## config.mk

```make
export PLATFORM = sky130hd
export DESIGN_NAME = serial_add_ctrl
export DESIGN_NICKNAME = d
export VERILOG_FILES = /design/src/rtl/serial_add_pkg.sv /design/src/rtl/serial_add_ctrl_fa_decode_cell.sv /design/src/rtl/serial_add_ctrl.sv
export SDC_FILE = /design/constraint.sdc
export NUM_CORES = 1
export LEC_CHECK = 0
export ABC_AREA = 1
export BUFFER_PORTS_ARGS = -buffer_cell sky130_fd_sc_hd__buf_2
export CORE_ASPECT_RATIO = 1.5
export CORE_MARGIN = 2
export CORE_UTILIZATION = 50
export DETAILED_ROUTE_END_ITERATION = 6
export PLACE_DENSITY = 0.73
export SETUP_SLACK_MARGIN = 0.3
export SLEW_MARGIN = 20
export SYNTH_ARGS = -nofsm -noshare
export SYNTH_HDL_FRONTEND = slang
export SYNTH_SLANG_ARGS = --single-unit
export TNS_END_PERCENT = 20
```

## constraint.sdc

```tcl
create_clock -name clk -period 1.7 [get_ports clk]
set_input_delay 0 -clock clk [delete_from_list [all_inputs] [get_ports clk]]
set_output_delay 0 -clock clk [all_outputs]
set_load 0.01 [all_outputs]
```

## src/rtl/serial_add_pkg.sv

```systemverilog
// Shared types and constants for the bit-serial adder controller and its
// decoder-based full-adder cell.
package serial_add_pkg;

    typedef enum logic [1:0] {
        ST_IDLE = 2'd0,
        ST_RUN  = 2'd1,
        ST_DONE = 2'd2
    } state_t;

    // Bit i set means minterm i of {a,b,c} belongs to the function.
    localparam logic [7:0] SUM_MINTERMS   = 8'b1001_0110; // 1,2,4,7
    localparam logic [7:0] CARRY_MINTERMS = 8'b1110_1000; // 3,5,6,7

endpackage

```

## src/rtl/serial_add_ctrl_fa_decode_cell.sv

```systemverilog
// Combinational 1-bit full adder built from a 3-to-8 one-hot minterm decode
// ORed through the sum and carry minterm sets.
module fa_decode_cell
    import serial_add_pkg::*;
(
    input  logic a,
    input  logic b,
    input  logic c,
    output logic s,
    output logic co
);

    logic [2:0] w_idx;
    logic [7:0] w_dec;

    assign w_idx = {a, b, c};

    for (genvar gi = 0; gi < 8; gi++) begin : g_dec
        assign w_dec[gi] = (w_idx == 3'(gi));
    end

    assign s  = |(w_dec & SUM_MINTERMS);
    assign co = |(w_dec & CARRY_MINTERMS);

endmodule

```

## src/rtl/serial_add_ctrl.sv

```systemverilog
// Bit-serial adder controller: streams operand bits LSB first through a single
// full-adder cell, one bit per cycle, with valid/ready on both sides.
module serial_add_ctrl
    import serial_add_pkg::*;
#(
    parameter int WIDTH = 8
) (
    input  logic             clk,
    input  logic             rst_n,
    input  logic             in_valid,
    output logic             in_ready,
    input  logic [WIDTH-1:0] a,
    input  logic [WIDTH-1:0] b,
    input  logic             cin,
    output logic             out_valid,
    input  logic             out_ready,
    output logic [WIDTH-1:0] sum,
    output logic             cout,
    output logic             busy
);

    localparam int            CW   = (WIDTH > 1) ? $clog2(WIDTH) : 1;
    localparam logic [CW-1:0] LAST = CW'(WIDTH - 1);

    state_t           r_state;
    state_t           w_state_next;
    logic [WIDTH-1:0] r_a_sr;
    logic [WIDTH-1:0] r_b_sr;
    logic [WIDTH-1:0] r_sum_sr;
    logic             r_carry;
    logic [CW-1:0]    r_cnt;
    logic             w_s;
    logic             w_c;

    fa_decode_cell u_fa (
        .a  (r_a_sr[0]),
        .b  (r_b_sr[0]),
        .c  (r_carry),
        .s  (w_s),
        .co (w_c)
    );

    always_ff @(posedge clk or negedge rst_n) begin
        if (!rst_n) begin
            r_state <= ST_IDLE;
        end else begin
            r_state <= w_state_next;
        end
    end

    always_comb begin
        w_state_next = r_state;
        case (r_state)
            ST_IDLE: if (in_valid)       w_state_next = ST_RUN;
            ST_RUN:  if (r_cnt == LAST)  w_state_next = ST_DONE;
            ST_DONE: if (out_ready)      w_state_next = ST_IDLE;
            default:                     w_state_next = ST_IDLE;
        endcase
    end

    always_comb begin
        in_ready  = 1'b0;
        out_valid = 1'b0;
        busy      = 1'b0;
        case (r_state)
            ST_IDLE: in_ready = 1'b1;
            ST_RUN:  busy     = 1'b1;
            ST_DONE: begin
                out_valid = 1'b1;
                busy      = 1'b1;
            end
            default: in_ready = 1'b1;
        endcase
    end

    // The result registers double as the sum/cout outputs, so they are
    // cleared on the handshake that returns the block to IDLE.
    always_ff @(posedge clk or negedge rst_n) begin
        if (!rst_n) begin
            r_a_sr   <= '0;
            r_b_sr   <= '0;
            r_sum_sr <= '0;
            r_carry  <= 1'b0;
            r_cnt    <= '0;
        end else begin
            case (r_state)
                ST_IDLE: begin
                    if (in_valid) begin
                        r_a_sr   <= a;
                        r_b_sr   <= b;
                        r_carry  <= cin;
                        r_sum_sr <= '0;
                        r_cnt    <= '0;
                    end
                end
                ST_RUN: begin
                    r_sum_sr <= {w_s, r_sum_sr[WIDTH-1:1]};
                    r_a_sr   <= {1'b0, r_a_sr[WIDTH-1:1]};
                    r_b_sr   <= {1'b0, r_b_sr[WIDTH-1:1]};
                    r_carry  <= w_c;
                    r_cnt    <= r_cnt + 1'b1;
                end
                ST_DONE: begin
                    if (out_ready) begin
                        r_sum_sr <= '0;
                        r_carry  <= 1'b0;
                    end
                end
                default: begin
                    r_sum_sr <= '0;
                    r_carry  <= 1'b0;
                end
            endcase
        end
    end

    assign sum  = r_sum_sr;
    assign cout = r_carry;

endmodule
```

# Word level (Yosys, flattened, before mapping)
# Cells that the tools add are included.
dict set report word_totals {
  reg_bits 30
  input_bits 21
  output_inout_bits 12
  wordCells 47
}
dict set report op_classes {
  addsub 1
  eq_ne 13
  n_mux 19
  reduce_logical 8
}
# operator count
set ops {}
lappend ops {{$mux W8} 4}
lappend ops {{$pmux W8 S2} 2}
lappend ops {{$pmux W8 S3} 1}
lappend ops {{$eq A3 B3 Y1 const B} 5}
lappend ops {{$reduce_or A4 Y1} 2}
lappend ops {{$eq A3 B2 Y1 const B} 2}
lappend ops {{$mux W2} 3}
lappend ops {{$ne A2 B2 Y1 const B} 3}
lappend ops {{$pmux W2 S3} 1}
lappend ops {{$pmux W3 S2} 1}
lappend ops {{$mux W1} 5}
lappend ops {{$reduce_and A2 Y1} 2}
lappend ops {{$add A3 B1 Y3 const B} 1}
lappend ops {{$eq A3 B1 Y1 const B} 1}
lappend ops {{$mux W3} 1}
lappend ops {{$pmux W1 S3} 1}
lappend ops {{$reduce_and A3 Y1} 1}
lappend ops {{$eq A2 B1 Y1 const B} 1}
lappend ops {{$eq A2 B2 Y1 const B} 1}
lappend ops {{$logic_not A2 Y1} 1}
lappend ops {{$reduce_bool A2 Y1} 1}
lappend ops {{$reduce_or A2 Y1} 1}

# Logic depth before layout (Yosys ltp)
# Gate-level depths: netlist (run 1).
dict set report depth {
  ltp_word 3
  depth_mapped 8
  depth_no_buf 7
}

# Cells and area by module
# A second synthesis (run 1) with hierarchy kept.
dict set report unflattened {
  cells_unflattened 196
  area_unflattened_um2 1517.7
}
# mod n_inst cells_per_inst area_each_um2 seq_area_each_um2
set modules_own_cells {}
lappend modules_own_cells {serial_add_ctrl 1 195 1497.7 750.7}
lappend modules_own_cells {fa_decode_cell 1 1 20.0 0.0}

# Least setup slack after synthesis (run 1)
# No wires, ideal clock.
dict set report synth_timing {
  path_kind {register to register}
  from {register r_state[0]}
  to {register r_cnt[1]}
  setup_ns 0.117
  t_arrival_ns 1.169
  t_required_ns 1.583
  slack_ns 0.414
  stages_incl_launch_ff 8
  path_buffers 2
  synth_period_minus_slack_ns 1.286
  path_cell_list {dfrtp_1 inv_1 ha_1 nand2_2 buf_6 buf_6 nand3_1 nand2_1}
}
dict set report synth_between {
  elab_chain_cells 3
  elab_cells_between_ends 6
  classes_between {eq/ne: 2; mux: 1; reduce/logical: 3}
}
# element line
set synth_lines {}
lappend synth_lines {{from (decl)} serial_add_ctrl.sv:25} ;# state_t r_state;
lappend synth_lines {{from (signal assigned)} serial_add_ctrl.sv:47} ;# r_state <= w_state_next;
lappend synth_lines {{$eq A2 B1 Y1 or $logic_not A2 Y1 (tied branches)} serial_add_ctrl.sv:86} ;# case (r_state)
lappend synth_lines {{$reduce_bool A2 Y1 (no line) or $ne A2 B2 Y1 (tied branches)} --}
lappend synth_lines {{$reduce_and A2 Y1 (no line)} --}
lappend synth_lines {{to (signal assigned)} serial_add_ctrl.sv:101} ;# r_cnt <= r_cnt + 1'b1;
lappend synth_lines {{to (decl)} serial_add_ctrl.sv:31} ;# logic [CW-1:0] r_cnt;
# Several ways; a longest one is shown, not always the timed one.
# A chain may end at the register's enable or synchronous reset.

# Worst setup path in the final report (run 1)
dict set report layout_timing {
  from {register r_state[1]}
  to {register r_sum_sr[4] (netlist: sum[4])}
}
dict set report layout_between {
  elab_chain_cells 3
  elab_cells_between_ends 7
  classes_between {eq/ne: 4; mux: 1; reduce/logical: 2}
}
# element line
set layout_lines {}
lappend layout_lines {{$eq A2 B2 Y1 or $logic_not A2 Y1 (tied branches)} serial_add_ctrl.sv:86}
lappend layout_lines {{$ne A2 B2 Y1 (no line)} --}
lappend layout_lines {{$reduce_and A2 Y1 (no line)} --}
lappend layout_lines {{to (signal assigned)} serial_add_ctrl.sv:97} ;# r_sum_sr <= {w_s, r_sum_sr[WIDTH-1:1]};
lappend layout_lines {{to (decl)} serial_add_ctrl.sv:29} ;# logic [WIDTH-1:0] r_sum_sr;
# Several ways; a longest one is shown, not always the timed one.

==> impl_results.md, run 1 <==
- Setup repair after global routing missed its margin: yes
- Synthesized netlist net count: between 200 and 250
- Maximum number of pins on one net before global-route repair: 31
- Max clock buf depth: 2
- Fin worst setup slack: 371 ps
- Via count of the first global-routing pass: between 1000 and 1500
- Synth Warn #: 0
- Cell Int Power: 1930 uW
- Site row count: 25
- Source-to-sink clock delay at the later pin of the worst-skew pair: 280 ps
- Layout Nets: 267
- DRT iter0 DRCs: 24
- Worst Setup End Kind: register
- Overall die area: around 0.0037 mm2
- Inserted Diodes: 0
- Width of the chip: about 50 um
- Post-route antenna net violation count: 0
- Shortest clock period the worst path allows after layout: 1330 ps
- Final period util: 0.782
- Root Buffer: clkbuf_8
- Crit path launch type: register
- Area of the multi-input gates: between 700 and 800 um2
- Path type of the worst setup path: reg2reg
- Clock slew at the register clock pins of the worst setup and hold paths: 60 ps
- Part of the power in combinational logic: 0.430
- Reported leakage power: 0.00111 uW
- Worst path required time: 1910 ps
- Total instance count after detailed placement: 265
- Clock share of power: 0.213
- Number of vias after detailed routing: 1373
- Power per cell area: 1580 mW/mm2
- Max-cap violations: 0
- Die boundary height: 73.7 um
- Post-synthesis cell type count: 19
- Hpwl dp: 2.24 mm
- Hold Violations, Final: 0
- Worst max-slew margin expressed relative to the limit: 0.543
- Fmax: approximately 750 MHz
- CTS tree: yes
- Area used by sequential logic in the layout: 751 um2
- Cell Count, Final, Fillers Out: 281
- Total of endpoints with negative setup slack in the final report: 0
- Worst setup skew after layout: 4.93 ps
- Count of pins over their slew limit: 0
- Starting Density: 0.517
- Wire length of the first global-routing pass: between 5 and 6 mm
- Overall Power: 3170 uW
- Gr usage total: 0.208
- Relative contribution of sequential cells to total power: 0.357
- IO buf count: 32
- Count of TritonRoute iterations in the first routing pass: 4
- Critical Path Slowest Stage Cell: dfrtp_1
- Via/cell ratio: 4.89
- Post-synthesis average cell area: 8.21 um2
- Core footprint: 0.00313 mm2
- Post-synthesis instance area: ~0.0016 mm2
- Number of remaining DRC errors: 0
- Instance area after placement: 0.00177 mm2
- HP Class: in2reg
- Logic depth of the worst register-to-register path: 6
- Worst vdd rail ir drop: 1030 uV
- Final cell area excluding filler cells: 0.00200 mm2
- Initial antenna violation count: 0
- Detail-routed net length per standard cell: 11.7 um
- Run status: completed
- Number of synthesized register bits: 30
- Area growth from synthesis to layout: 23.7%
- Overall routed net length: between 3 and 4 mm
- Sink Count: 30
- CTS H-Tree Depth: 2
- Transition time at the pin with the least slew margin: 686 ps
- Worst Hold Depth: 5
- Fill count: around 290
- Highest cell delay on the worst timing path: 390 ps
- Synthesized instance count: 197
- Sequential-to-total area share from yosys stat: 0.464
- Overall overflow remaining after global route: 0
- Net switching share of the total power: 0.392
- WP data arrival: 1540 ps
- Fraction of final layout cells sized beyond drive strength 1: 0.286
- Final weighted congestion in routability-driven placement: 0.788
- Crit path max fanout: 17
- Worst slack at placement: 294 ps
- Cell-by-cell trace of the critical path: inv_1, ha_2, nand2_2, nand2_8, nand2_1, o21ai_1
- Top-Level Pins: 33
- Net switching power figure: between 1000 and 1500 uW
- Total negative slack for setup checks: 0 ps
- Total CTS buffers: 5
-- layout by cell type (no fill, tap or decap) --
cell type       n
buf_2          32
buf_4           5
buf_6           3
clkbuf_8        8
clkinvlp_4      1
dfrtp_1        30
dlygate4sd3_1   6
fa_1            1
ha_1            3
ha_2            1
ha_4            1
inv_1           6
inv_2           1
nand2_1        99
nand2_2         6
nand2_4         1
nand2_8         1
nand3_1        17
nand3_2         8
nand4_1         2
o21ai_0         1
o21ai_1         7
o21ai_2         1
-- power by group through the flow --
| stage | Sequential [uW] | Clock, uW | Combinational (uW) |
|---|---|---|---|
| after floorplan | 1120 | 0 | 1050 |
| after global placement | 1140 | 0 | 1230 |
| after detailed placement | 1140 | 0 | 1260 |
| after CTS | 1130 | 687 | 1330 |
| after global routing | 1160 | 716 | 1580 |
| final | 1130 | 673 | 1360 |
-- worst max-delay path: cells and delay by family, from the launching register on --
family                     cells  cell delay [ps]
AOI/OAI and AO/OA              1               70
adders and majority gates      1              260
buffers and inverters          1              120
DFF                            1              390
and+or+nand+nor                3              410
-- through the flow --
step | util | hold WS [ps]
2_1_floorplan | - | -296
4_1_cts | 0.628 | 2.27
3_3_place_gp | 0.566 | 74.1
3_5_place_dp | 0.566 | 77.2
5_1_grt | 0.640 | 26.1
6_report | 0.640 | 2.92
-- Yosys cell counts (all sizes together) --
| cell type | number | area share |
|---|---|---|
| nand3 | 25 | 0.10 |
| inv | 8 | 0.019 |
| nand2 | 107 | 0.26 |
| buf | 10 | 0.064 |
| ha | 5 | 0.039 |
| fa | 1 | 0.012 |
| o21ai | 9 | 0.030 |
| nand4 | 2 | 0.0077 |
| dfrtp | 30 | 0.46 |
-- area by class of cell --
class	count	area share
multi-input cells	149	0.382
well taps	40	0.0250
clock buffers	8	0.0550
flip-flops and latches	30	0.375
repair buffers	46	0.146
inverters	8	0.0169
-- per-layer routing --
layer / wire length (um) / vias to the layer above / share of wire / global-route usage
li1: - / 704 / - / -
met1: 1380 / 639 / 0.42 / 0.238
met2: 1730 / 25 / 0.53 / 0.370
met3: 110 / 5 / 0.034 / 0.0508
met4: 55 / 0 / 0.017 / 0.0841
met5: 0 / - / 0 / 0
-- sequential cells by signal, indices dropped and copies added (netlist names) --
name	cells
r_b_sr	8
r_state	2
sum	8
cout	1
r_cnt	3
r_a_sr	8
-- worst paths after layout --
check	start	endpoint	slack (ps)
max in group asynchronous	rst_n	r_b_sr[5]$_DFFE_PN0P_	960
max	r_state[1]$_DFFE_PN0P_	sum[4]$_DFFE_PN0P_	370
min	a[3]	r_a_sr[3]$_DFFE_PN0P_	3
min reg2reg	sum[0]$_DFFE_PN0P_	sum[0]$_DFFE_PN0P_	500
max reg2reg	r_state[1]$_DFFE_PN0P_	sum[4]$_DFFE_PN0P_	370
min in group asynchronous	rst_n	r_cnt[0]$_DFFE_PN0P_	300
-- repair_timing --
item,CTS,global route
hold buffers,6,0
gates resized for setup,2,8
buffers inserted,2,0
gates cloned,0,0
endpoints found under the setup margin,8,30
hold endpoints to repair,35,0
-- logic make-up after synthesis --
group,Yosys count,share of synthesized area
compound gates,9,0.0302
fa+ha+maj,6,0.0510
flops,30,0.464
buf+inv,18,0.0827
simple gates,134,0.372
No activity file was read; power rests on OpenSTA's default activity.
==> inputs of run 2 (changes only) <==
==> constraint.sdc (replaced) <==
create_clock -name clk -period 1.4 [get_ports clk]
set_input_delay 0 -clock clk [delete_from_list [all_inputs] [get_ports clk]]
set_output_delay 0 -clock clk [all_outputs]
set_load 0.01 [all_outputs]
==> impl_results.md, run 2 (synthesized netlist as in run 1, its figures left out) <==
- Crit path max fanout: 16 (was 17)
- Buf/Inv on CP: 3 (was 1)
- Highest cell delay on the worst timing path: 410 ps (was 390 ps)
- Layout Nets: 274 (was 267)
- Width of the chip: 50.4 um (unchanged)
- Fill count: 258 (was 293)
- Via/cell ratio: 4.94 (was 4.89)
- Core footprint: 0.00313 mm2 (unchanged)
- Total negative slack for setup checks: 0 ps (unchanged)
- Worst Hold Depth: 5 (unchanged)
- Power per cell area: 1860 mW/mm2 (was 1580 mW/mm2)
- Worst hold endpoint: r_b_sr[1]$_DFFE_PN0P_ (was r_a_sr[3]$_DFFE_PN0P_)
- Overall die area: 0.00372 mm2 (unchanged)
- Starting Density: 0.517 (unchanged)
- Hpwl dp: 2.13 mm (was 2.24 mm)
- Overall routed net length: 3.41 mm (was 3.28 mm)
- Logic depth of the worst register-to-register path: 8 (was 6)
- CTS tree: yes (unchanged)
- FF-to-FF setup slack: 130 ps (was 370 ps)
- Worst vdd rail ir drop: 1310 uV (was 1030 uV)
- Sink Count: 30 (unchanged)
- Site row count: 25 (unchanged)
- Via count of the first global-routing pass: 1367 (was 1324)
- Top-Level Pins: 33 (unchanged)
- Die boundary height: 73.7 um (unchanged)
- Setup repair after global routing missed its margin: yes (unchanged)
- Worst slack at placement: 24.2 ps (was 294 ps)
- WP data arrival: 1460 ps (was 1540 ps)
- Fin worst setup slack: 126 ps (was 371 ps)
- Detail-routed net length per standard cell: 11.8 um (was 11.7 um)
- HP Class: in2reg (unchanged)
- Number of vias after detailed routing: 1422 (was 1373)
- Critical Path Slowest Stage Cell: dfrtp_1 (unchanged)
- Post-route antenna net violation count: 0 (unchanged)
- Max clock buf depth: 2 (unchanged)
- Worst max-slew margin expressed relative to the limit: 0.550 (was 0.543)
- Commonest non-fill, non-tap cell in the layout: nand2_1 (unchanged)
- Clock slew at the register clock pins of the worst setup and hold paths: 70 ps (was 60 ps)
- Wire length of the first global-routing pass: 5.76 mm (was 5.81 mm)
- Final period util: 0.910 (was 0.782)
- Worst hold slack after final layout: 8.32 ps (was 2.92 ps)
- Initial antenna violation count: 0 (unchanged)
- Total CTS buffers: 5 (unchanged)
- Hold Violations, Final: 0 (unchanged)
- DRT iter0 DRCs: 23 (was 24)
- Max-cap violations: 0 (unchanged)
- CTS H-Tree Depth: 2 (unchanged)
- Area growth from synthesis to layout: 29.8% (was 23.7%)
- Root Buffer: clkbuf_8 (unchanged)
- Reported leakage power: 0.00114 uW (was 0.00111 uW)
- Total of endpoints with negative setup slack in the final report: 0 (unchanged)
- Count of TritonRoute iterations in the first routing pass: 4 (unchanged)
- Crit path launch type: register (unchanged)
- Worst setup skew after layout: 7.92 ps (was 4.93 ps)
- Leading cell types in the layout, fill and taps excluded: nand2_1 (99), buf_2 (32), dfrtp_1 (30) (unchanged)
- Worst Setup End Kind: register (unchanged)
- Source-to-sink clock delay at the later pin of the worst-skew pair: 290 ps (was 280 ps)
- CP delay by family, top: flip-flops (was simple AND/OR/NAND/NOR gates)
- Final weighted congestion in routability-driven placement: 0.798 (was 0.788)
- Capture point of the worst reg-to-reg path: r_a_sr[0]$_DFFE_PN0P_ (was sum[4]$_DFFE_PN0P_)
- Maximum number of pins on one net before global-route repair: 31 (unchanged)
- Path type of the worst setup path: reg2reg (unchanged)
- Fraction of final layout cells sized beyond drive strength 1: 0.286 (about the same)
- Overall overflow remaining after global route: 0 (unchanged)
- Count of pins over their slew limit: 0 (unchanged)
- Inserted Diodes: 0 (unchanged)
- Run status: completed (unchanged)
- Top cell by count, worst path: nand2_1
- Number of remaining DRC errors: 0 (unchanged)
- Shortest clock period the worst path allows after layout: 1270 ps (was 1330 ps)
- Gr usage total: 0.208 (about the same)
- Origin of the critical flop-to-flop path: r_state[1]$_DFFE_PN0P_ (unchanged)
- Transition time at the pin with the least slew margin: 675 ps (was 686 ps)
- Startpoint of the tightest hold check path: b[1] (was a[3])
- Fmax: 785 MHz (was 752 MHz)
- Worst path required time: 1590 ps (was 1910 ps)
- IO buf count: 32 (unchanged)
- Cell-by-cell trace of the critical path: inv_2, ha_4, clkinvlp_4, buf_12, nand2_1, nand2_1, nand2_1, nand2_1 (was inv_1, ha_2, nand2_2, nand2_8, nand2_1, o21ai_1)
-- run 2: worst max path at each step --
stage / cells after the start / slack (ps) / to / start
final: 8 / 130 / r_a_sr[0]$_DFFE_PN0P_ / r_state[1]$_DFFE_PN0P_
after global routing: 8 / 50 / r_b_sr[6]$_DFFE_PN0P_ / r_state[1]$_DFFE_PN0P_
after CTS: 6 / 150 / r_cnt[0]$_DFFE_PN0P_ / r_state[0]$_DFFE_PN0P_
after detailed placement: 7 / 20 / r_a_sr[4]$_DFFE_PN0P_ / r_state[1]$_DFFE_PN0P_
after global placement: 7 / 70 / r_b_sr[5]$_DFFE_PN0P_ / r_state[1]$_DFFE_PN0P_
after floorplan: 8 / 200 / r_a_sr[0]$_DFFE_PN0P_ / r_state[1]$_DFFE_PN0P_
-- run 2: final cells by class --
| cell class | instances | area (um2) | share of cell area |
|---|---|---|---|
| repair buffers | 53 | 392 | 0.187 |
| well taps | 40 | 50.0 | 0.0238 |
| clock inverters | 1 | 5.00 | 0.00238 |
| clock buffers | 7 | 86.3 | 0.0411 |
| flip-flops and latches | 30 | 751 | 0.358 |
| inverters | 8 | 33.8 | 0.0161 |
| multi-input cells | 149 | 782 | 0.372 |
-- run 2: tightest hold or removal path: stages --
cell and delay [ps]:
buf_2 80, nand2_1 50, nand2_1 50, nand2_1 40, nand2_1 50
-- run 2: layer usage --
layer  GRT usage  vias up  share of wire
li1            -      720              -
met1       0.236      667           0.42
met2       0.364       28           0.52
met3      0.0610        7          0.041
met4      0.0841        0          0.017
met5           0        -              0
-- run 2: where the power goes --
group          switching, uW  internal, uW
sequential               203          1170
combinational           1030           770
clock                    339           396
total                   1570          2330
-- run 2: what timing repair did --
item,in CTS,in global routing
pin swaps,1,0
hold endpoints to repair,42,0
hold buffers,13,0
gates resized for setup,9,0
setup endpoints to repair,33,33
buffers inserted,3,1
-- run 2: per-stage QoR --
step	cells	instance area, um2	total power (uW)	util
floorplan	197	1640	2680	-
global placement	263	1790	2900	0.571
detailed placement	263	1790	2950	0.571
CTS	287	2090	3930	0.669
global route	288	2100	4240	0.671
finish	288	2100	3900	0.671
==> inputs of run 3 (changes only) <==
--- a/config.mk
+++ b/config.mk
@@ -16,5 +16,6 @@
 export SLEW_MARGIN = 20
 export SYNTH_ARGS = -nofsm -noshare
 export SYNTH_HDL_FRONTEND = slang
+export SYNTH_HIERARCHICAL = 1
 export SYNTH_SLANG_ARGS = --single-unit
 export TNS_END_PERCENT = 20
==> impl_results.md, run 3 <==
- Crit path launch type: register (unchanged)
- Count of TritonRoute iterations in the first routing pass: 4 (unchanged)
- Worst max-slew margin expressed relative to the limit: 0.554 (was 0.550)
- Count of pins over their slew limit: 0 (unchanged)
- IO buf count: 32 (unchanged)
- Starting Density: 0.521 (was 0.517)
- Transition time at the pin with the least slew margin: 669 ps (was 675 ps)
- Instance area after placement: 0.00174 mm2 (was 0.00179 mm2)
- Total CTS buffers: 5 (unchanged)
- Post-synthesis instance area: 0.00152 mm2 (was 0.00162 mm2)
- Top-Level Pins: 33 (unchanged)
- Final cell area excluding filler cells: 0.00219 mm2 (was 0.00210 mm2)
- Post-synthesis cell type count: 15 (was 19)
- Root Buffer: clkbuf_8 (unchanged)
- Primary FF master, synth: dfrtp_1 (unchanged)
- Hpwl dp: 2.13 mm (about the same)
- Layout Nets: 280 (was 274)
- Reported leakage power: 0.00119 uW (was 0.00114 uW)
- Clock slew at the register clock pins of the worst setup and hold paths: 60 ps (was 70 ps)
- Commonest cells in the netlist: nand2_1 (123), dfrtp_1 (30), inv_1 (8), o21ai_0 (8), ha_1 (7) (was nand2_1 (100), dfrtp_1 (30), nand3_1 (17))
- Fill count: 249 (was 258)
- Power per cell area: 2110 mW/mm2 (was 1860 mW/mm2)
- Area of the multi-input gates: 845 um2 (was 782 um2)
- Hold Violations, Final: 0 (unchanged)
- Die boundary height: 71.5 um (was 73.7 um)
- DRT iter0 DRCs: 39 (was 23)
- Highest cell delay on the worst timing path: 390 ps (was 410 ps)
- Top cell by count, worst path: nand2_2 (was nand2_1)
- Maximum number of pins on one net before global-route repair: 31 (unchanged)
- Wire length of the first global-routing pass: 6.31 mm (was 5.76 mm)
- CTS tree: yes (unchanged)
- Core footprint: 0.00291 mm2 (was 0.00313 mm2)
- Overall Power: 4620 uW (was 3900 uW)
- Width of the chip: 49.0 um (was 50.4 um)
- CTS H-Tree Depth: 2 (unchanged)
- Shortest clock period the worst path allows after layout: 1330 ps (was 1270 ps)
- Via count of the first global-routing pass: 1427 (was 1367)
- CP delay by family, top: flip-flops (unchanged)
- Overall overflow remaining after global route: 0 (unchanged)
- Path type of the worst setup path: reg2reg (unchanged)
- Gr usage total: 0.241 (was 0.208)
- Post-route antenna net violation count: 0 (unchanged)
- Cell-by-cell trace of the critical path: inv_2, ha_4, clkinvlp_4, nand2_2, nand2_2, nand2_2, nand2_2 (was inv_2, ha_4, clkinvlp_4, buf_12, nand2_1, nand2_1, nand2_1, nand2_1)
- Post-synth EDFFs: 0 (unchanged)
- Fmax: 754 MHz (was 785 MHz)
- Synthesized instance count: 196 (was 197)
- Worst setup skew after layout: 2.53 ps (was 7.92 ps)
- Total of endpoints with negative setup slack in the final report: 0 (unchanged)
- Detail-routed net length per standard cell: 12.5 um (was 11.8 um)
- HP Class: in2reg (unchanged)
- Area growth from synthesis to layout: 44.1% (was 29.8%)
- Number of remaining DRC errors: 0 (unchanged)
- Synth Warn #: 6 (was 0)
- Worst path required time: 1580 ps (was 1590 ps)
- Inserted Diodes: 0 (unchanged)
- Commonest non-fill, non-tap cell in the layout: nand2_1 (unchanged)
- Sink Count: 30 (unchanged)
- Most used standard cell by instance count after synthesis: nand2_1 (unchanged)
- Fraction of final layout cells sized beyond drive strength 1: 0.365 (was 0.286)
- Via/cell ratio: 4.89 (was 4.94)
- Critical Path Slowest Stage Cell: dfrtp_1 (unchanged)
- Final weighted congestion in routability-driven placement: 0.776 (was 0.798)
- Overall die area: 0.00350 mm2 (was 0.00372 mm2)
- Run status: completed (unchanged)
- Synthesized netlist net count: 225 (was 224)
- Source-to-sink clock delay at the later pin of the worst-skew pair: 280 ps (was 290 ps)
- Max clock buf depth: 2 (unchanged)
- Leading cell types in the layout, fill and taps excluded: nand2_1 (102), buf_2 (32), dfrtp_1 (29) (was nand2_1 (99), buf_2 (32), dfrtp_1 (30))
- Max-cap violations: 0 (unchanged)
- Worst hold slack after final layout: 6.87 ps (was 8.32 ps)
- Area used by sequential logic in the layout: 752 um2 (was 751 um2)
- Worst Setup End Kind: register (unchanged)
- Post-synthesis average cell area: 7.74 um2 (was 8.21 um2)
- Buf/Inv on CP: 2 (was 3)
- Number of vias after detailed routing: 1424 (was 1422)
- Cell type with the largest total area after synthesis: dfrtp_1 (unchanged)
- Crit path max fanout: 8 (was 16)
- Proportion of synthesized flip-flops having asynchronous set or reset: 1.00 (unchanged)
- Worst vdd rail ir drop: 1360 uV (was 1310 uV)
- Final period util: 0.947 (was 0.910)
- Sequential-to-total area share from yosys stat: 0.495 (was 0.464)
- Number of synthesized register bits: 30 (unchanged)
- Top cells by area in the synthesized netlist: dfrtp_1 (49%), nand2_1 (30%), ha_1 (5.8%) (was dfrtp_1 (46%), nand2_1 (23%), nand3_1 (5.3%))
- Initial antenna violation count: 0 (unchanged)
- Proportion of netlist area held by the largest area contributor: 0.495 (was 0.464)
- Setup repair after global routing missed its margin: yes (unchanged)
- WP data arrival: 1510 ps (was 1460 ps)
- Overall routed net length: 3.64 mm (was 3.41 mm)
- Site row count: 24 (was 25)
-- run 3: cell type report --
cell class / instances / share of cell area
Timing Repair Buffer: 53 / 0.174
Multi-Input combinational cell: 151 / 0.386
Clock inverter: 3 / 0.0183
Inverter: 9 / 0.0206
Clock buffer: 5 / 0.0315
Tap cell: 39 / 0.0223
Timing Repair inverter: 1 / 0.00343
Sequential cell: 30 / 0.344
-- run 3: kinds of logic (layout without fill, tap and decap cells) --
group	after synthesis	in the layout	synth area share
flip-flops	30	30	0.495
buffers and inverters	16	71	0.0544
multiplexers	1	1	0.00660
adder cells (fa/ha/maj)	8	8	0.0709
AND/OR/NAND/NOR	133	134	0.347
AO/OA/AOI/OAI	8	8	0.0264
-- run 3: worst paths after layout --
path	startpoint	end	slack (ps)	cells past startpoint
max	r_state[1]$_DFFE_PN0P_	r_a_sr[1]$_DFFE_PN0P_	70	7
min	b[3]	r_b_sr[3]$_DFFE_PN0P_	7	5
max reg2reg	r_state[1]$_DFFE_PN0P_	r_a_sr[1]$_DFFE_PN0P_	70	7
min reg2reg	r_b_sr[4]$_DFFE_PN0P_	r_b_sr[4]$_DFFE_PN0P_	480	2
max in group asynchronous	rst_n	r_state[0]$_DFFE_PN0P_	630	2
min in group asynchronous	rst_n	r_state[1]$_DFFE_PN0P_	290	2
-- run 3: worst reg2reg max path: cells and delay by family, from the launching register on --
family / cells / cell delay (ps)
simple gates: 4 / 300
fa+ha+maj: 1 / 210
buf+inv: 2 / 340
flops: 1 / 390
-- run 3: through the flow --
step,instances,TNS (ps),setup slack [ps],util
6_report,291,0,73.7,0.751
5_1_grt,291,-15.5,-15.5,0.751
4_1_cts,289,0,113,0.736
3_5_place_dp,263,0,62.7,0.598
3_3_place_gp,263,0,58.6,0.598
2_1_floorplan,196,0,154,-
-- run 3: what timing repair did --
item | 4_1_cts | 5_1_grt
gates resized for setup | 26 | 12
gates cloned | 3 | 0
setup buffers | 8 | 2
endpoints found under the hold margin | 36 | 0
setup endpoints to repair | 33 | 33
hold buffers | 7 | 0
pin swaps | 16 | 8
-- run 3: report_power, final --
part / internal [uW] / switching [uW] / leakage (uW)
Combinational: 1050 / 1330 / 0.000741
Clock: 523 / 335 / 0.0000579
Sequential: 1190 / 197 / 0.000388
Total: 2760 / 1870 / 0.00119
-- run 3: metal layers --
layer	global-route usage	up-vias	share of wire
met5	0	-	0
met3	0.0479	9	0.039
met4	0.152	0	0.034
met1	0.253	667	0.39
li1	-	711	-
met2	0.437	37	0.53
